**config.mk**
```make
export PLATFORM = sky130hd
export DESIGN_NAME = fetch_pc_unit
export DESIGN_NICKNAME = d
export VERILOG_FILES = /design/src/rtl/fetch_pc_unit.sv
export SDC_FILE = /design/constraint.sdc
export NUM_CORES = 1
export LEC_CHECK = 0
export BUFFER_PORTS_ARGS = -buffer_cell sky130_fd_sc_hd__clkbuf_2
export CORE_MARGIN = 2
export CORE_UTILIZATION = 50
export DETAILED_ROUTE_END_ITERATION = 8
export HOLD_SLACK_MARGIN = 0.06
export PLACE_DENSITY = 0.83
export REMOVE_ABC_BUFFERS = 1
export SYNTH_ARGS = -nofsm -noshare
export SYNTH_HDL_FRONTEND = slang
export SYNTH_SLANG_ARGS = --single-unit
```
**constraint.sdc**
```tcl
create_clock -name clk -period 8.65 [get_ports clk]
set_clock_uncertainty 0.1 [all_clocks]
set_input_delay 1.73 -clock clk [delete_from_list [all_inputs] [get_ports clk]]
set_output_delay 1.73 -clock clk [all_outputs]
set_load 0.02 [all_outputs]
```
**src/rtl/fetch_pc_unit.sv**
```systemverilog
// fetch_pc_unit: rv32i PC register and single-outstanding instruction fetch stage.
// Optional FETCH_MISALIGN_TRAP_EN: trap misaligned redirect targets instead of masking bits [1:0].
module fetch_pc_unit #(
    parameter int              XLEN     = 32,
    parameter logic [XLEN-1:0] RESET_PC = 32'h0000_0000
) (
    input  logic            clk,
    input  logic            rst,
    input  logic            is_branch,
    input  logic            is_jump,
    input  logic            taken,
    input  logic [XLEN-1:0] target,
    output logic            imem_req_valid,
    input  logic            imem_req_ready,
    output logic [XLEN-1:0] imem_req_addr,
    input  logic            imem_rsp_valid,
    input  logic [XLEN-1:0] imem_rsp_data,
    output logic            if_valid,
    input  logic            if_ready,
    output logic [XLEN-1:0] if_instr,
    output logic [XLEN-1:0] if_pc,
    output logic            misalign_trap,
    output logic [XLEN-1:0] misalign_addr
);
    localparam logic [1:0] S_IDLE = 2'd0;
    localparam logic [1:0] S_REQ  = 2'd1;
    localparam logic [1:0] S_WAIT = 2'd2;
    localparam logic [1:0] S_HOLD = 2'd3;

    logic [1:0]      state_q, state_d;
    logic [XLEN-1:0] pc_q, pc_d;
    logic            kill_q, kill_d;
    logic [XLEN-1:0] if_instr_q, if_instr_d;
    logic [XLEN-1:0] if_pc_q, if_pc_d;
    logic            redirect;
    logic            load;
    logic [XLEN-1:0] tgt;

    assign redirect = is_jump | (is_branch & taken);

`ifdef FETCH_MISALIGN_TRAP_EN
    logic            bad;
    logic            trap_q, trap_d;
    logic [XLEN-1:0] maddr_q, maddr_d;

    // A misaligned redirect still kills/drops in-flight work; only the PC load is suppressed.
    always_comb begin
        bad     = redirect & (target[1:0] != 2'b00);
        load    = redirect & ~bad;
        tgt     = target;
        trap_d  = bad;
        maddr_d = bad ? target : maddr_q;
    end

    always_ff @(posedge clk or posedge rst) begin
        if (rst) begin
            trap_q  <= 1'b0;
            maddr_q <= '0;
        end else begin
            trap_q  <= trap_d;
            maddr_q <= maddr_d;
        end
    end

    assign misalign_trap = trap_q;
    assign misalign_addr = maddr_q;
`else
    localparam logic [XLEN-1:0] ALIGN_MASK = ~(XLEN'(3));

    always_comb begin
        load = redirect;
        tgt  = target & ALIGN_MASK;
    end

    assign misalign_trap = 1'b0;
    assign misalign_addr = '0;
`endif

    always_comb begin
        state_d    = state_q;
        pc_d       = load ? tgt : pc_q;
        kill_d     = kill_q;
        if_instr_d = if_instr_q;
        if_pc_d    = if_pc_q;
        case (state_q)
            S_IDLE: state_d = S_REQ;
            S_REQ: begin
                if (imem_req_ready) begin
                    state_d = S_WAIT;
                    kill_d  = redirect;
                end
            end
            S_WAIT: begin
                if (imem_rsp_valid) begin
                    if (kill_q | redirect) begin
                        kill_d  = 1'b0;
                        state_d = S_REQ;
                    end else begin
                        if_instr_d = imem_rsp_data;
                        if_pc_d    = pc_q;
                        pc_d       = pc_q + XLEN'(4);
                        state_d    = S_HOLD;
                    end
                end else if (redirect) begin
                    kill_d = 1'b1;
                end
            end
            S_HOLD: state_d = (redirect | if_ready) ? S_REQ : S_HOLD;
            default: state_d = S_IDLE;
        endcase
    end

    always_ff @(posedge clk or posedge rst) begin
        if (rst) begin
            state_q    <= S_IDLE;
            pc_q       <= RESET_PC;
            kill_q     <= 1'b0;
            if_instr_q <= '0;
            if_pc_q    <= '0;
        end else begin
            state_q    <= state_d;
            pc_q       <= pc_d;
            kill_q     <= kill_d;
            if_instr_q <= if_instr_d;
            if_pc_q    <= if_pc_d;
        end
    end

    assign imem_req_valid = (state_q == S_REQ);
    assign imem_req_addr  = pc_q;
    assign if_valid       = (state_q == S_HOLD);
    assign if_instr       = if_instr_q;
    assign if_pc          = if_pc_q;
endmodule

```
# Yosys cells after proc, flatten, opt, wreduce, memory -nomap -nowiden
# Index checks and enable logic that the tools add are counted.
[totals] ram_bits=0 memories=0 wordCells=37 reg_bits=99 rom_bits=0 latch_bits=0
[classes] n_eq_ne=7 n_shift=0 n_reduce_logical=5 magnitude_cmp=0 addsub=1 bitwise=5 div=0 mux=14 multipliers=0
[op_table] cell="32-bit 2-to-1 mux" count=4
[op_table] cell="32-bit by 3-bit adder with 32-bit output (second input constant)" count=1
[op_table] cell="2-bit 2-to-1 mux" count=4
[op_table] cell="2-bit one-hot mux with 4 select lines" count=1
[op_table] cell="3-bit != test (second input constant)" count=2
[op_table] cell="2-bit equality test (second input constant)" count=2
[op_table] cell="1-bit 2-to-1 mux" count=4
[op_table] cell="4-bit AND reduction" count=1
[op_table] cell="1-bit bitwise OR" count=3
[op_table] cell="3-bit AND reduction" count=1
[op_table] cell="2-bit by 1-bit equality test with 1-bit output (second input constant)" count=1
[op_table] cell="2-bit zero test" count=1
[op_table] cell="2-bit by 1-bit != test with 1-bit output (second input constant)" count=1
[op_table] cell="2-bit != test (second input constant)" count=1
[op_table] cell="1-bit one-hot mux with 2 select lines" count=1
[op_table] cell="2-bit AND reduction" count=1
[op_table] cell="2-bit nonzero test" count=1
[op_table] cell="1-bit AND" count=1
[op_table] cell="1-bit inverter" count=1

# Longest topological paths before layout
# Gate-level depths: netlist of run 1.
[logic_depth] ltp_word=6 depth_mapped=7

# Least setup slack after synthesis of run 1
# No wires, ideal clock.
[synth_timing] path_type="input-to-reg" startpoint="input imem_rsp_valid" endpoint="register if_instr_q[27], in the netlist if_instr[27]" t_required_ps=8425 path_stages=5 path_buffers=2 t_arrival_ps=2860 setup_ps=125 path_slack_ps=5566 path_cell_list="and4bb_2 > nand2_1 > buf_2 > buf_2 > mux2_2"
[synth_between] elab_chain_len=1
[synth_lines] element="from (decl)" line="16" rtl="input logic imem_rsp_valid,"
[synth_lines] element="3-bit AND reduction (no source line)"
[synth_lines] element="to (signal assigned)" line="124" rtl="if_instr_q <= if_instr_d;"
[synth_lines] element="to (decl)" line="33" rtl="logic [XLEN-1:0] if_instr_q, if_instr_d;"
# No other way between the ends.
# A chain may end at the register's enable or synchronous reset.

# Worst setup path after layout of run 1
[layout_timing] startpoint="input imem_rsp_valid" endpoint="register pc_q[17], in the netlist imem_req_addr[17]"
[layout_between] elab_chain_len=2
[layout_lines] element="32-bit 2-to-1 mux" line="94" rtl="if (imem_rsp_valid) begin"
[layout_lines] element="32-bit 2-to-1 mux" line="85" rtl="case (state_q)"
[layout_lines] element="named net pc_d[17]" line="31" rtl="logic [XLEN-1:0] pc_q, pc_d;"
[layout_lines] element="to (signal assigned)" line="122" rtl="pc_q <= pc_d;"
[layout_lines] element="to (decl)" line="31"
# The timed path passes the listed nets, and every way through them passes these cells.

==> results.md, run 1 <==
* Fillers at 742
* Largest family of logic cells by synthesized area: multiplexers
* Yosys synthesis warning count at 0
* WP depth at 5
* Min Tclk post-route at 3.53 ns
* Die width at 100 um
* RD Place Congestion at 0.770
* Met3 usage at 3.62%
* VDD IR max at 0.000133 V
* Synth top area share at 53.6%
* Count of port buffers added during placement at 167
* Clk buf depth at 2
* Post-synth EDFFs at 0
* Ant. Diodes at 0
* Top post-synthesis cells by area: dfrtp_1, mux2_2, buf_4, or4_1, a31oi_1
* Crit Path Max Fanout at 13
* DP Worst Slack at 4.78 ns
* Dominant synthesized flop cell: dfrtp_1
* H-tree Lvls at 3
* Die ar. at 0.0100 sq mm
* Post-Syn Area at 0.00462 sq mm
* PnR worst setup slack at 5.12 ns
* GRT Residual Overflow at 0
* Compound-Gate Fraction of Synth Area at 8.21%
* Share of cells above drive strength 1 at 44.8%
* Finished Cell Area at 0.00562 sq mm
* Number of global-route vias before repair at 3481
* Hold-critical path depth at 2
* DIE HEIGHT at 100 um
* Worst path max stage delay at 0.64 ns
* DR pass1 iterations at 7
* Clock-pin slew on the worst setup and hold paths at 0.10 ns
* Worst reg-to-reg path cell count at 4
* Clock latency on the worst-skew pair at 0.34 ns
* Initial antenna violation count at 0
* Commonest non-fill, non-tap cell in the layout: clkbuf_2
* P_leak at 2.89 nW
* Max-slew violations at 0
* PwrDens at 277 mW/mm^2
* Post-Syn Instances at 399
* Post-CTS setup buffers at 0
* DP Area at 0.00541 sq mm
* First-pass GRT wire length at 16.4 mm
* DRT iter0 DRCs at 106
* Period Utilization, post-route at 40.9%
* Critical Path AT at 3.71 ns
* TritonCTS Buffers at 9
* Total wire length at 10.0 mm
* Worst-Margin Slew at 0.794 ns
* Min Hold Slack at 0.393 ns
* Post-CTS Resized at 0
* FFs w/ async S/R, synth at 100%
* Mean Syn Cell Area at 11.6 sq um
* Drc violations at 0
* Worst endpoint required time at 8.82 ns
* CTS tree: yes
* Most frequent cells in the layout: clkbuf_2, dfrtp_1, mux2_2
* P&R area growth vs syn at 21.7%
* Hold crit path type: reg2reg
* Final Hold Viols at 0
* Seq/Total Area, Yosys at 53.6%
* Flops & latches, synth at 99
* WL/cell at 14.9 um
* Critical path buffers and inverters at 1
* GRT Util Overall at 20.3%
* Biggest area consumer among synthesized cells: dfrtp_1
* Synth Area in Adders at 0.271%
* Core Area at 0.00911 sq mm
* Status: completed
* CP endpoint kind: flip-flop
* M1 GR Usage at 25.3%
* DP HPWL at 7.23 mm
* Fin nets at 631
* Critical Path Start Type: input port
* Global route hottest layer: met2
* Met2 Use GR at 36.2%
* Crit path kind: in2reg
* Fmax at 283 MHz
* Mux contribution to synthesized area at 15.3%
* RSZ-0062 raised after global routing: false
* Xor/xnor share of the synthesized area at 1.33%
* Starting Density at 50.7%
* Vias per std cell at 5.29
* Critical path cell sequence: clkbuf_2 > and4bb_2 > nand4_1 > or4_1 > a31oi_1
* Root Buffer: clkbuf_8
* Relative slew slack at 46.9%
* Total Neg Setup Slack at 0 ns
* Pin count of the biggest net entering global routing at 63
* Clock tree sinks at 99
* Vias at 3562
* Synth Area in Simple Gates at 13.2%
* Antenna viol nets, final at 0
* FP Rows at 35
* Max-cap violations at 0
* CP max stage cell: or4_1
* I/O pin cnt at 203
* Post-CTS Hold Buffers at 0
* Synth cell types at 33
* Setup violators final at 0
* Top Family by Delay on Critical Path: simple AND/OR/NAND/NOR gates
==> logic make-up after synthesis <==
logic type / Yosys count
AOI/OAI and AO/OA: 60
xor gates and xnor gates: 7
adders and majority gates: 1
buffers and inverters: 60
DFF: 99
muxes: 63
other: 1
and+or+nand+nor: 108
==> where the power goes <==
part / switching (mW) / total (mW) / leakage (nW) / internal (mW)
Sequential: 0.0900 / 0.693 / 1.26 / 0.603
Clock: 0.156 / 0.318 / 0.106 / 0.163
Combinational: 0.331 / 0.549 / 1.52 / 0.218
Total: 0.576 / 1.56 / 2.89 / 0.984
==> flip-flops by register name (all words and copies together), names as in the netlist <==
name           count
if_instr          32
if_pc             32
kill_q             1
imem_req_addr     32
state_q            2
==> synth_stat cells (5+ instances only) <==
master,number
a31oi_1,21
and2_1,6
buf_2,8
buf_4,33
clkbuf_1,8
dfrtp_1,99
inv_1,6
mux2_2,60
nand2_1,25
nand3_1,10
nand4_1,9
nor2_1,24
o21ai_0,17
o31ai_1,17
or4_1,18
xor2_1,5
==> worst min-delay path, delay by kind of cell, from the launching register on <==
kind	cells	cell delay, ns
flops	1	0.36
compound gates	1	0.06
simple gates	1	0.05
==> area by class of cell <==
type	count	area (sq um)	area share (%)
multi-input cells	272	1910	33.9
clock inverters	6	90.1	1.60
inverters	6	25.0	0.445
clock buffers	9	124	2.20
repair buffers	170	858	15.3
well taps	111	139	2.47
flip-flops and latches	99	2480	44.1
==> metrics by stage <==
stage | power [mW] | utilization [%] | std cells
floorplan | 1.05 | - | 377
global placement | 1.23 | 59.4 | 658
detailed placement | 1.26 | 59.4 | 658
CTS | 1.58 | 61.7 | 673
global route | 1.65 | 61.7 | 673
finish | 1.56 | 61.7 | 673
==> layer usage <==
metal | vias to the layer above | wire [um]
li1 | 1698 | -
met1 | 1734 | 4200
met2 | 124 | 5220
met3 | 6 | 551
met4 | 0 | 68
met5 | - | 0
==> path summary, 6_finish.rpt <==
path / from / to / slack, ns
max in group asynchronous: rst / if_pc[14] / 6.00
hold / removal: if_pc[21] / if_pc[21] / 0.39
min in group asynchronous: rst / if_instr[12] / 1.27
setup / recovery: imem_rsp_valid / imem_req_addr[17] / 5.12
setup reg to reg: state_q[0] / imem_req_addr[17] / 6.05
hold reg to reg: if_pc[21] / if_pc[21] / 0.39
Note: power is estimated with default switching activity, not from simulation.
==> run 2: changes to the inputs <==
Settings changed: CORE_UTILIZATION 50 to 48, PLACE_DENSITY 0.83 to 0.8.
Clock period 8.65 ns to 3.51 ns, I/O delays scaled along.
==> run 2 against run 1 <==
  * Count of clock-buffer cells in the layout up 1
  * Setup slack got worse by 4.2 ns
  * Non-clock buffer count is 3 higher
  * Clock power is 120% higher
==> results.md, run 2 (same netlist as run 1, synthesis figures left out) <==
* Net Switching at 1.45 mW (+150%)
* Final Hold Viols at 0 (unchanged)
* PwrDens at 667 mW/mm^2 (+140%)
* Setup violators final at 0 (unchanged)
* Vias at 3606 (+1.2%)
* Clk buf depth at 2 (unchanged)
* TritonCTS Buffers at 9 (unchanged)
* Critical Path Start Type: flip-flop
* CTS tree: yes
* Fin nets at 634 (+0.48%)
* Initial antenna violation count at 0 (unchanged)
* Most frequent cells in the layout: clkbuf_2, dfrtp_1, mux2_2
* GRT Util Overall at 18.8% (-1.5 points)
* Pin count of the biggest net entering global routing at 48 (-24%)
* P&R area growth vs syn at 22.2%
* GRT Residual Overflow at 0 (unchanged)
* Fmax at 386 MHz
* Min Tclk post-route at 2.59 ns
* H-tree Lvls at 3 (unchanged)
* RSZ-0062 raised after global routing: false
* Starting Density at 49.7% (-0.96 points)
* Fin util at 60.8% (-0.91 points)
* Number of global-route vias before repair at 3376 (-3.0%)
* Sw Ratio at 38.4% (+1.5 points)
* FP Rows at 35 (unchanged)
* Max-cap violations at 0 (unchanged)
* Clock latency on the worst-skew pair at 0.36 ns (+0.02 ns)
* Hold crit path type: in2async
* DIE HEIGHT at 102 um (+2.0%)
* Clock tree sinks at 99 (unchanged)
* Tot Pwr at 3.77 mW (+140%)
* Share of cells above drive strength 1 at 45.2% (+0.39 points)
* Ant. Diodes at 0 (unchanged)
* Root Buffer: clkbuf_8
* Die width at 102 um (+2.0%)
* First-pass GRT wire length at 15.4 mm (-5.9%)
* CP endpoint kind: flip-flop
* Status: completed
* Worst endpoint required time at 3.68 ns (-5.14 ns)
* DRT iter0 DRCs at 91 (-14%)
* Drc violations at 0 (unchanged)
* Post-CTS setup buffers at 0 (unchanged)
* Critical Path AT at 2.76 ns (-0.95 ns)
* Part of the power in combinational logic at 35.8% (+0.6 points)
* Int Pwr at 2.32 mW (+140%)
* VDD IR max at 0.000303 V (+130%)
* Total wire length at 9.94 mm (-0.95%)
* Commonest non-fill, non-tap cell in the layout: clkbuf_2
* Clock-pin slew on the worst setup and hold paths at 0.11 ns (about the same)
* Die ar. at 0.0104 sq mm (+4.0%)
* Antenna viol nets, final at 0 (unchanged)
* Core Area at 0.00928 sq mm (+1.9%)
* Max-slew violations at 0 (unchanged)
* Worst-Margin Slew at 0.813 ns (+0.0188 ns)
* Crit Path Max Fanout at 22 (+9)
* Post-CTS Hold Buffers at 0 (unchanged)
* DP HPWL at 7.41 mm (+2.5%)
* DR pass1 iterations at 4 (-3)
* P_leak at 2.89 nW (+0.29%)
* WL/cell at 14.3 um (-4.1%)
* Period Utilization, post-route at 73.9%
* Relative slew slack at 45.6% (-1.3 points)
* Post-CTS Resized at 0 (unchanged)
* Clk pwr share at 18.8% (-1.6 points)
* I/O pin cnt at 203 (unchanged)
* Seq pwr share at 45.5% (+1.1 points)
* Crit path kind: reg2reg
* Vias per std cell at 5.19 (-2.0%)
* Count of port buffers added during placement at 167 (unchanged)
* RD Place Congestion at 0.766 (-0.55%)
-- run 2: worst max-delay path, cell delays in order, from the launching register on --
cell	delay [ns]
dfrtp_1	0.48
and4_1	0.31
nand4_1	0.67
or4_1	0.73
a31oi_1	0.21
-- run 2: layer usage --
| metal | part of all wire, % | GRT usage [%] | up-vias |
|---|---|---|---|
| met5 | 0 | 0 | - |
| met4 | 1.4 | 5.74 | 0 |
| met3 | 6.5 | 3.83 | 15 |
| met2 | 50 | 33.3 | 140 |
| met1 | 42 | 23.3 | 1749 |
| li1 | - | - | 1702 |
-- run 2: cell type report --
| type | count | area, sq um |
|---|---|---|
| well taps | 129 | 161 |
| clock buffers | 10 | 138 |
| multi-input cells | 272 | 1910 |
| fillers | 789 | 3640 |
| flip-flops and latches | 99 | 2480 |
| clock inverters | 6 | 55.1 |
| repair buffers | 173 | 881 |
| inverters | 6 | 25.0 |
-- run 2: power by group through the flow --
stage	sequential [mW]	clock, mW	combinational [mW]
after floorplan	2.12	0	0.467
after global placement	1.71	0	1.34
after detailed placement	1.74	0	1.37
after CTS	1.71	0.733	1.37
after global routing	1.76	0.779	1.46
final	1.71	0.706	1.35
-- run 2: worst paths after layout --
kind	slack [ns]	start	to	cells past startpoint
worst min register to register	0.39	if_pc[12]	if_pc[12]	2
min in group clk	0.39	if_pc[12]	if_pc[12]	2
worst max register to register	0.92	imem_req_addr[13]	imem_req_addr[28]	4
worst max-delay path	0.92	imem_req_addr[13]	imem_req_addr[28]	4
max in group asynchronous	2.11	rst	imem_req_addr[26]	3
worst min-delay path	0.25	rst	if_instr[28]	2
-- run 2: metrics by stage --
stage	cell area [sq um]	hold slack [ns]	setup TNS, ns	worst slack, ns	instances
floorplan	4390	0.455	-106.11	-1.67	377
global placement	5450	0.367	0	0.986	679
detailed placement	5450	0.375	0	0.883	679
CTS	5650	0.266	0	0.914	695
global route	5650	0.297	0	0.681	695
finish	5650	0.252	0	0.916	695
==> run 3: changes to the inputs <==
Clock period 3.51 ns to 2.6 ns, I/O delays scaled along.
==> run 3 against run 2 <==
  * Sequential power rose by 35%
  * Sequential share of layout area fell by 0.31 points
  * Total power rose by 35%
  * Hold slack improved by 0.014 ns
  * Die area did not move
  * Register-to-register slack got worse by 0.65 ns
  * Critical path depth did not move
  * Largest cell class unchanged
  * Setup slack got worse by 0.65 ns
  * Via count fell by 0.75%
  * Sequential cell count did not move
  * Cell area rose by 0.71%
  * Final cell count rose by 0.43%
==> results.md, run 3 (same netlist as run 1, synthesis figures left out) <==
* GRT Residual Overflow at 0 (unchanged)
* Root Buffer: clkbuf_8
* Share of cells above drive strength 1 at 45.2% (-0.063 points)
* Total Neg Setup Slack at 0 ns (unchanged)
* Critical Path AT at 2.50 ns (-0.26 ns)
* Clock-pin slew on the worst setup and hold paths at 0.10 ns (about the same)
* Vias per std cell at 5.13 (-1.2%)
* DP HPWL at 7.40 mm (-0.11%)
* Ant. Diodes at 0 (unchanged)
* Pin count of the biggest net entering global routing at 48 (unchanged)
* CP max stage cell: or4_1
* Worst path max stage delay at 0.59 ns (-0.14 ns)
* Die width at 102 um (unchanged)
* DP Worst Slack at 0.210 ns (-0.672 ns)
* Hold crit path type: in2reg
* Fin util at 61.2% (+0.43 points)
* Clock latency on the worst-skew pair at 0.36 ns (about the same)
* RD Place Congestion at 0.759 (-0.98%)
* FP Rows at 35 (unchanged)
* Hold Path Sink: imem_req_addr[2]
* Critical Path Start Type: flip-flop
* Core Area at 0.00928 sq mm (unchanged)
* GRT Util Overall at 19.3% (+0.50 points)
* Total wire length at 10.0 mm (+0.98%)
* Crit path kind: reg2reg
* Commonest non-fill, non-tap cell in the layout: clkbuf_2
* Die ar. at 0.0104 sq mm (unchanged)
* Max-cap violations at 0 (unchanged)
* PnR worst setup slack at 0.270 ns (-0.646 ns)
* CTS tree: yes
* DIE HEIGHT at 102 um (unchanged)
* Post-CTS setup buffers at 0 (unchanged)
* Hold-critical path depth at 3
* Min Tclk post-route at 2.33 ns (-0.264 ns)
* Starting Density at 49.7% (unchanged)
* Crit Path Max Fanout at 10 (-55%)
* Number of global-route vias before repair at 3460 (+2.5%)
* Worst endpoint required time at 2.77 ns (-0.91 ns)
* Setup violators final at 0 (unchanged)
* Critical path cell sequence: and4bb_2 > nand4_1 > or4_1 > a31oi_1
* Max-slew violations at 0 (unchanged)
* CP endpoint kind: flip-flop
* Worst reg-to-reg path cell count at 4 (unchanged)
* Drc violations at 0 (unchanged)
* P_leak at 2.90 nW (+0.38%)
* First-pass GRT wire length at 15.9 mm (+3.4%)
* Clk buf depth at 2 (unchanged)
* Fin nets at 637 (+0.47%)
* Period Utilization, post-route at 89.6% (+16 points)
* Placed cells at 681 (+0.29%)
* Min-delay src: target[2]
* Status: completed
* FF-to-FF End: imem_req_addr[27]
* WL/cell at 14.4 um (+0.54%)
* R2r setup slk at 0.27 ns (-0.65 ns)
* FF-to-FF Start: state_q[0]
* DR pass1 iterations at 4 (unchanged)
* Final cell count without fillers at 698 (+0.43%)
* H-tree Lvls at 3 (unchanged)
* Final Hold Viols at 0 (unchanged)
* Count of port buffers added during placement at 167 (unchanged)
* DRT iter0 DRCs at 84 (-7.7%)
* Most frequent cells in the layout: clkbuf_2, dfrtp_1, mux2_2
* Fmax at 429 MHz (+11%)
* Antenna viol nets, final at 0 (unchanged)
* VDD IR max at 0.000479 V (+58%)
* I/O pin cnt at 203 (unchanged)
* Clock tree sinks at 99 (unchanged)
* P&R area growth vs syn at 23.1%
* RSZ-0062 raised after global routing: false
* TritonCTS Buffers at 9 (unchanged)
* PwrDens at 892 mW/mm^2 (+34%)
* Initial antenna violation count at 0 (unchanged)
* Min Hold Slack at 0.266 ns (+0.0136 ns)
* Vias at 3579 (-0.75%)
==> run 3: timing repair <==
item	in CTS	in global routing
resized for setup	0	0
endpoints found under the hold margin	29	0
hold buffers	1	0
==> run 3: worst max-delay path, delay by kind of cell, from the launching register on <==
| kind | cells | cell delay, ns |
|---|---|---|
| simple gates | 3 | 1.51 |
| flops | 1 | 0.46 |
| compound gates | 1 | 0.18 |
==> run 3: layout make-up <==
type / count / area, sq um
fillers: 786 / 3600
flip-flops and latches: 99 / 2480
multi-input cells: 272 / 1910
repair buffers: 176 / 931
well taps: 129 / 161
clock buffers: 10 / 128
clock inverters: 6 / 55.1
inverters: 6 / 25.0
==> run 3: worst max path at each step <==
stage                        start                end  slack, ns  depth (start not counted)
global placement    imem_rsp_valid  imem_req_addr[27]       0.30                          5
global route            state_q[0]  imem_req_addr[27]       0.15                          4
detailed placement  imem_rsp_valid  imem_req_addr[27]       0.21                          5
CTS                     state_q[0]  imem_req_addr[27]       0.28                          4
floorplan                is_branch        if_instr[0]      -2.40                          3
finish                  state_q[0]  imem_req_addr[27]       0.27                          4
==> run 3: report_power, final <==
group | internal [mW] | leakage (nW) | switching [mW]
registers | 2.01 | 1.26 | 0.302
clock network | 0.369 | 0.0873 | 0.562
logic | 0.734 | 1.56 | 1.10
total | 3.11 | 2.90 | 1.96
==> run 3: stage by stage <==
stage,power [mW],area (sq um)
floorplan,3.50,4390
global placement,4.12,5490
detailed placement,4.20,5490
CTS,5.14,5690
global route,5.37,5690
finish,5.07,5690
==> run 3: layer usage <==
metal,track usage (%),up-vias,wire (um)
li1,-,1715,-
met3,3.69,18,574
met4,7.38,0,172
met5,0,-,0
met1,24.0,1707,4310
met2,33.5,139,4990
